$ cat src/rtl/core_logic_prog.sv
// Table-programmable Mealy FSM with a self-timed BIST run mode that compresses
// every visited state into a MISR signature.
module core_logic_prog #(
  parameter int unsigned      STATE_W  = 4,
  parameter int unsigned      IN_W     = 4,
  parameter int unsigned      CNT_W    = 16,
  parameter int unsigned      SIG_W    = 16,
  parameter logic [SIG_W-1:0] SIG_POLY = 16'h1021,
  parameter logic [SIG_W-1:0] SIG_SEED = 16'hFFFF
) (
  input  logic                     clk,
  input  logic                     RESET_SM,
  input  logic                     TLR,
  input  logic                     ENABLE,
  input  logic                     ASSIGN_STATE,
  input  logic [IN_W-1:0]          X,
  input  logic                     TBL_WE,
  input  logic [STATE_W+IN_W-1:0]  TBL_ADDR,
  input  logic [STATE_W:0]         TBL_WDATA,
  input  logic                     BIST_START,
  input  logic [CNT_W-1:0]         BIST_CYCLES,
  output logic [STATE_W-1:0]       Y,
  output logic                     BIST_BUSY,
  output logic                     BIST_DONE,
  output logic [SIG_W-1:0]         SIGNATURE
);

  localparam int unsigned AW    = STATE_W + IN_W;
  localparam int unsigned DEPTH = 1 << AW;

  function automatic logic [SIG_W-1:0] misr_step(input logic [SIG_W-1:0]   sig,
                                                 input logic [STATE_W-1:0] st);
    logic [SIG_W-1:0] ext;
    ext              = '0;
    ext[STATE_W-1:0] = st;
    misr_step = {sig[SIG_W-2:0], 1'b0} ^ (sig[SIG_W-1] ? SIG_POLY : '0) ^ ext;
  endfunction

  logic [DEPTH-1:0]   valid_q;
  logic [STATE_W-1:0] next_mem [DEPTH];

  logic [STATE_W-1:0] state_q, state_d;
  logic [CNT_W-1:0]   cnt_q, cnt_d;
  logic               busy_q, busy_d;
  logic               done_q, done_d;
  logic [SIG_W-1:0]   sig_q, sig_d;

  logic               reset_s;
  logic               step_s;
  logic [AW-1:0]      rd_addr_s;
  logic [STATE_W-1:0] x_ext_s;

  assign reset_s   = RESET_SM | TLR;
  assign step_s    = ENABLE | busy_q;
  assign rd_addr_s = {state_q, X};

  // ASSIGN_STATE loads X, zero-extended or truncated to the state width
  if (IN_W >= STATE_W) begin : g_x_trunc
    assign x_ext_s = X[STATE_W-1:0];
  end else begin : g_x_zext
    assign x_ext_s = {{(STATE_W-IN_W){1'b0}}, X};
  end

  // Next-state data is deliberately not reset; only the valid bits are
  always_ff @(posedge clk) begin
    if (TBL_WE) begin
      next_mem[TBL_ADDR] <= TBL_WDATA[STATE_W-1:0];
    end
  end

  // State, BIST control and table valid bits; reset beats everything
  always_ff @(posedge clk) begin
    if (reset_s) begin
      valid_q <= '0;
      state_q <= '0;
      cnt_q   <= '0;
      busy_q  <= 1'b0;
      done_q  <= 1'b0;
      sig_q   <= SIG_SEED;
    end else begin
      if (TBL_WE) begin
        valid_q[TBL_ADDR] <= TBL_WDATA[STATE_W];
      end
      state_q <= state_d;
      cnt_q   <= cnt_d;
      busy_q  <= busy_d;
      done_q  <= done_d;
      sig_q   <= sig_d;
    end
  end

  // Step priority and BIST sequencing; the table read sees the pre-write entry
  always_comb begin
    state_d = state_q;
    cnt_d   = cnt_q;
    busy_d  = busy_q;
    done_d  = done_q;
    sig_d   = sig_q;

    if (step_s && ASSIGN_STATE) begin
      state_d = x_ext_s;
    end else if (step_s && valid_q[rd_addr_s]) begin
      state_d = next_mem[rd_addr_s];
    end else begin
      state_d = state_q;
    end

    if (busy_q) begin
      cnt_d = cnt_q - CNT_W'(1);
      sig_d = misr_step(sig_q, state_d);
      if (cnt_q == CNT_W'(1)) begin
        busy_d = 1'b0;
        done_d = 1'b1;
      end else begin
        busy_d = 1'b1;
        done_d = done_q;
      end
    end else if (BIST_START) begin
      cnt_d  = BIST_CYCLES;
      sig_d  = SIG_SEED;
      busy_d = (BIST_CYCLES != '0);
      done_d = (BIST_CYCLES == '0);
    end else begin
      busy_d = busy_q;
      done_d = done_q;
    end
  end

  assign Y         = state_q;
  assign BIST_BUSY = busy_q;
  assign BIST_DONE = done_q;
  assign SIGNATURE = sig_q;

endmodule

$ cat config.mk
export PLATFORM = sky130hd
export DESIGN_NAME = core_logic_prog
export DESIGN_NICKNAME = d
export VERILOG_FILES = /design/src/rtl/core_logic_prog.sv
export SDC_FILE = /design/constraint.sdc
export NUM_CORES = 2
export LEC_CHECK = 0
export BUFFER_PORTS_ARGS = -buffer_cell sky130_fd_sc_hd__buf_4
export CAP_MARGIN = 20
export CORE_AREA = 2 2 317 319
export DETAILED_ROUTE_END_ITERATION = 7
export DIE_AREA = 0 0 319 321
export PLACE_DENSITY = 0.71
export SLEW_MARGIN = 20
export SYNTH_ARGS = -nofsm -noshare
export SYNTH_HDL_FRONTEND = slang
export SYNTH_SLANG_ARGS = --single-unit
$ cat constraint.sdc
create_clock -name clk -period 9 [get_ports clk]
set_input_delay 1.8 -clock clk [delete_from_list [all_inputs] [get_ports clk]]
set_output_delay 1.8 -clock clk [all_outputs]
set_load 0.01 [all_outputs]
* After elaboration in Yosys (flattened, before gate mapping)
Memories as Yosys holds them, arrays and structs flattened.
Cells that the tools add are included.
** Word-level totals
- Memories :: 1
- RAM bits :: 1024
- Output and inout bits :: 22
- Register bits after elaboration :: 294
- Logic and storage cells :: 44
** Operators by class
- Bitwise logic cells :: 4
- Magnitude comparators :: 3
- Reductions and logical operators :: 7
- Equality and inequality tests :: 2
- Add/sub/neg operators :: 1
- Multiplexer cells :: 20
** Memory list
- next_mem :: depth 256, width 4, rd ports 1, clocked after Yosys merged registers in 0, wr ports 1, RTL line 40 : logic [STATE_W-1:0] next_mem [DEPTH];
** Operators with widths (number)
- $bwmux 256 :: 1
- $mux 16 :: 4
- $lt 8x9->1 const B :: 2
- $eq 16x1->1 const B :: 1
- $logic_not 16->1 :: 1
- $reduce_bool 16->1 :: 1
- $sub 16x1->16 const B :: 1
- $xor 16x13->16 :: 1
- $xor 16x4->16 :: 1
- $mux 13 :: 1
- $mux 1 :: 10
- $bmux 1 s8 :: 1
- $demux 1 s8 :: 1
- $ge 8x1->1 const B :: 1
- $mux 4 :: 2
- $logic_and 1x1->1 :: 3
- $ne 2x1->1 const B :: 1
- $or 1x1->1 :: 2
- $reduce_and 2->1 :: 1
- $reduce_bool 2->1 :: 1

* Longest topological paths before layout
- Word-level depth :: 7
- Depth in mapped cells :: 17

* Worst setup path before layout
OpenSTA, ideal clock, no wires.
- Path kind :: in2reg
- From :: input X[0]
- To :: register sig_q[0], in the netlist SIGNATURE[0]
- Arrival time :: 4381 ps
- Setup time :: 123 ps
- Cell stages on the path :: 13
- Required time :: 8877 ps
- Slack :: 4496 ps
- Path buffers :: 4
- Cell sequence :: buf_6 > buf_6 > buf_4 > buf_2 > mux4_2 > mux2i_1 > o22ai_1 > a2111oi_0 > a31oi_1 > o31a_1 > a221oi_2 > xor2_1 > a31oi_1
** On the way
- Cells in the longest elaborated chain, start to end :: 7
** RTL lines
- start, declared :: RTL line 16 : input logic [IN_W-1:0] X,
- $bmux 1 s8 :: RTL line 102 : end else if (step_s && valid_q[rd_addr_s]) begin
- $mux 1 (implied by the code) :: RTL line 102
- $logic_and 1x1->1 :: RTL line 102
- $mux 4 :: RTL line 102
- $mux 4 (*) :: RTL line 100 : if (step_s && ASSIGN_STATE) begin
- $xor 16x4->16 (*) :: RTL line 36 : misr_step = {sig[SIG_W-2:0], 1'b0} ^ (sig[SIG_W-1] ? SIG_POLY : '0) ^ ext;
- $mux 16 (*) :: RTL line 108 : if (busy_q) begin
- end signal, assigned :: RTL line 88 : sig_q <= sig_d;
- end, declared :: RTL line 46 : logic [SIG_W-1:0] sig_q, sig_d;
Every way passes the cells marked *; elsewhere a longest branch is shown, timed or not. The select of a mux whose other input is x is not followed.
A chain may end at the register's enable or synchronous reset.

* Final worst setup path
Ends and elaborated chain as after synthesis.

==> results_tabular.tex <==
\begin{tabular}{lr}
\hline
Metric & Value \\
\hline
\multicolumn{2}{l}{\textbf{Synth}} \\
Multiplexer area fraction after synthesis & 15.0\% \\
Total of flip-flops plus latches after synthesis & 1,318 \\
Parity-gate share of the synthesized area counting xor and xnor cells & 0.0648\% \\
Post-synthesis adder-cell area fraction & 0.0463\% \\
Share of the synthesized area in the top cell type & 56.9\% \\
Leading cell types by total area after synthesis & edfxtp\_1 57\%, mux4\_2 12\%, dfxtp\_1 11\%, a21oi\_1 2.7\%, o21ai\_0 2.7\% \\
Simple-gate share of the synthesized area & 6.29\% \\
Summed instance area of the synthesized netlist & 0.0540 mm² \\
Compound-Gate Fraction of Synth Area & 8.03\% \\
Synthesized Nets & 3,698 \\
Dominant combinational cell family by area after synthesis & multiplexers \\
Synthesized area divided by synthesized cell count & 14.8 µm² \\
Number of distinct library cells after synthesis & 77 \\
Synth cell count leaders & 1,024 x edfxtp\_1, 357 x nand2\_1, 333 x nor2\_1, 296 x a21oi\_1, 294 x dfxtp\_1 \\
Cell count after synthesis & 3,656 \\
Warnings, synthesis & 0 \\
Top\_reg\_cell synth & edfxtp\_1 \\
Async set-or-reset flop fraction in the synthesized netlist & 0\% \\
Count of flip-flops with a built-in enable after synthesis & 1,024 \\
Share of the yosys chip area belonging to registers & 67.8\% \\
Most frequent cell after synthesis & edfxtp\_1 \\
Largest area contributor in the synthesized netlist & edfxtp\_1 \\
\multicolumn{2}{l}{\textbf{Cells and area}} \\
Fraction of final layout cells with drive strength greater than 1 & 17.3\% \\
Area growth from synthesis to layout & 10.5\% \\
Final std cells w/o fill & 5,044 \\
Number of nets in the layout & 3,673 \\
Fin util & 60.1\% \\
\multicolumn{2}{l}{\textbf{Setup path}} \\
Slowest stage delay, CP & 600 ps \\
CP required & 9610 ps \\
Category of the worst setup path capture point & flop \\
Startpoint type of the worst setup path & input pin \\
Cell Chain, Critical Path & buf\_8 > buf\_12 > mux4\_2 > mux4\_2 > a2111oi\_0 > a31oi\_1 > o31a\_1 > a221oi\_2 > xor2\_1 > a31oi\_1 \\
Worst-path fanout max & 90 \\
Data arrival time of the critical path & 5960 ps \\
Slowest library cell on the worst path & mux4\_2 \\
Path type of the worst setup path & in -> reg \\
\multicolumn{2}{l}{\textbf{Drt}} \\
Vias & 33,392 \\
DRC Markers & 0 \\
Final wirelength & 145,000 µm \\
Average via count per standard cell & 6.62 \\
Routed WL per cell & 28.8 µm \\
Count of TritonRoute iterations in the first routing pass & 7 \\
DRT iter0 DRCs & 4,469 \\
Post-route ant nets & 0 \\
\multicolumn{2}{l}{\textbf{GRT}} \\
Antenna violations before repair & 3 \\
Pin count of the biggest net entering global routing & 110 \\
Overall routing resource usage & 28.3\% \\
Number of global-route vias before repair & 32,027 \\
GRT overflow & 0 \\
Global-route layer with the greatest usage & met2 \\
Met3 routing resource usage after global routing & 6.91\% \\
Met1 GRT Util & 39.5\% \\
Wire length of the first global-routing pass & 213,000 µm \\
GRT met2 Usage & 43.1\% \\
\multicolumn{2}{l}{\textbf{Die}} \\
Die Span X & 319 µm \\
Die Y & 321 µm \\
Initial Util & 54.4\% \\
Die outline area & 0.102 mm² \\
Count of standard-cell rows & 116 \\
Number of top-level pins & 62 \\
Core Region & 0.0993 mm² \\
\multicolumn{2}{l}{\textbf{Clock network}} \\
Number of H-tree levels & 4 \\
Clock buffer count from CTS & 136 \\
Hold buffer count at cts & 0 \\
Post-CTS Setup Repair Bufs & 0 \\
Clock edge transition at the registers on the reported setup and hold paths & 60 ps \\
Number of clock sinks & 1,318 \\
Number of buffers on the longest clock path & 3 \\
Root Buffer & clkbuf\_16 \\
Count of cells resized by post-cts repair & 0 \\
Clock tree from TritonCTS & built \\
Later-pin clock latency in the skew report & 750 ps \\
\multicolumn{2}{l}{\textbf{STA}} \\
RSZ-0062 raised after global routing & no \\
Upper clock frequency limit & 187 MHz \\
Hold violation count in the final report & 0 \\
Final Max Tran Viols & 0 \\
Minimum clock period after layout & 5350 ps \\
Slew of the pin with the lowest slew margin & 1210 ps \\
Sum Neg Setup Slack & 0 ps \\
PnR worst setup slack & 3650 ps \\
Rel. slew slack & 19.2\% \\
Number of setup violations in the final report & 0 \\
Final worst path period share & 59.4\% \\
Worst clock skew & 19.4 ps \\
\multicolumn{2}{l}{\textbf{Pwr}} \\
Ratio of total power to cell area & 214 mW/mm² \\
Highest ir drop seen on vdd & 0.192 mV \\
Sum of internal, switching and leakage power & 12.8 mW \\
P\_leak & 18.5 nW \\
\multicolumn{2}{l}{\textbf{Placed design}} \\
Routability Congestion & 0.907 \\
Final HPWL from detailed placement & 87,800 µm \\
Buffers added on ports & 61 \\
Worst setup slack before clock tree synthesis & 2940 ps \\
Placed Cells & 4,790 \\
\multicolumn{2}{l}{\textbf{Job}} \\
Maximum Capacitance Violations & 0 \\
\multicolumn{2}{l}{\textbf{Outcome}} \\
Run status & complete, no violations \\
\multicolumn{2}{l}{\textbf{Worst hold path}} \\
Worst min-delay path class & reg -> reg \\
\hline
\end{tabular}
critical path, delay by kind of cell:
kind / cells / cell delay, ps
AOI/OAI and AO/OA: 5 / 1480
muxes: 2 / 1150
buffers and inverters: 2 / 1070
xor gates and xnor gates: 1 / 180
logic make-up (layout without fill, tap and decap cells):
kind of cell | count (synthesis) | in the layout
other | 0 | 2
adders and majority gates | 2 | 2
and+or+nand+nor | 825 | 825
DFF | 1318 | 1318
xor gates and xnor gates | 4 | 4
AOI/OAI and AO/OA | 759 | 759
buffers and inverters | 302 | 390
muxes | 446 | 446
cell type report:
| type | count | area, µm² |
|---|---|---|
| multi-input cells | 2036 | 16000 |
| inverters | 14 | 52.6 |
| diodes | 2 | 5.00 |
| clock inverters | 55 | 487 |
| well taps | 1298 | 1620 |
| repair buffers | 125 | 1040 |
| fillers | 7412 | 39600 |
| clock buffers | 196 | 3880 |
| flip-flops and latches | 1318 | 36600 |
report_power, final:
group | switching (mW) | internal [mW]
Combinational | 0.460 | 0.216
Sequential | 0.0119 | 6.56
Clock | 2.34 | 3.18
Total | 2.81 | 9.96
path summary, 6_finish.rpt:
path / startpoint / endpoint / slack, ps / cells past startpoint
max reg2reg: Y[0]$_SDFF_PP0_ / SIGNATURE[3]$_SDFFE_PP1P_ / 4520 / 11
max: X[0] / SIGNATURE[0]$_SDFFE_PP1P_ / 3650 / 10
min: valid_q[88]$_SDFFE_PP0P_ / valid_q[88]$_SDFFE_PP0P_ / 470 / 2
min reg2reg: valid_q[88]$_SDFFE_PP0P_ / valid_q[88]$_SDFFE_PP0P_ / 470 / 2
registers in the layout, summed over array words and instances (netlist names):
register,count
BIST_BUSY,1
BIST_DONE,1
SIGNATURE,16
Y,4
cnt_q,16
next_mem,1024
valid_q,256
layer usage:
layer | vias up | routed length (µm)
li1 | 14063 | -
met1 | 16882 | 56200
met2 | 2075 | 66400
met3 | 372 | 16200
met4 | 0 | 6300
met5 | - | 0
per-stage QoR:
stage	instance area (µm²)	hold WS, ps
after floorplan	54000	449
after global placement	55300	457
after detailed placement	55300	466
after CTS	59700	474
after global routing	59700	488
final	59700	473
placed cells by master, fill, tap and decap left out, drive strengths merged, types with 8 or more instances in the layout:
cell type	netlist	layout
a2111oi	15	15
a211oi	13	13
a21oi	296	296
a22oi	20	20
a31oi	8	8
buf	100	124
clkbuf	188	197
clkinv	4	35
clkinvlp	0	10
dfxtp	294	294
edfxtp	1024	1024
inv	10	18
mux2	11	11
mux2i	145	145
mux4	290	290
nand2	357	357
nand2b	8	8
nand3	33	33
nand4	8	8
nor2	334	334
nor2b	21	21
nor3	26	26
o211ai	13	13
o21ai	292	292
o221ai	19	19
o22ai	21	21
Note: power is estimated with default switching activity, not from simulation.
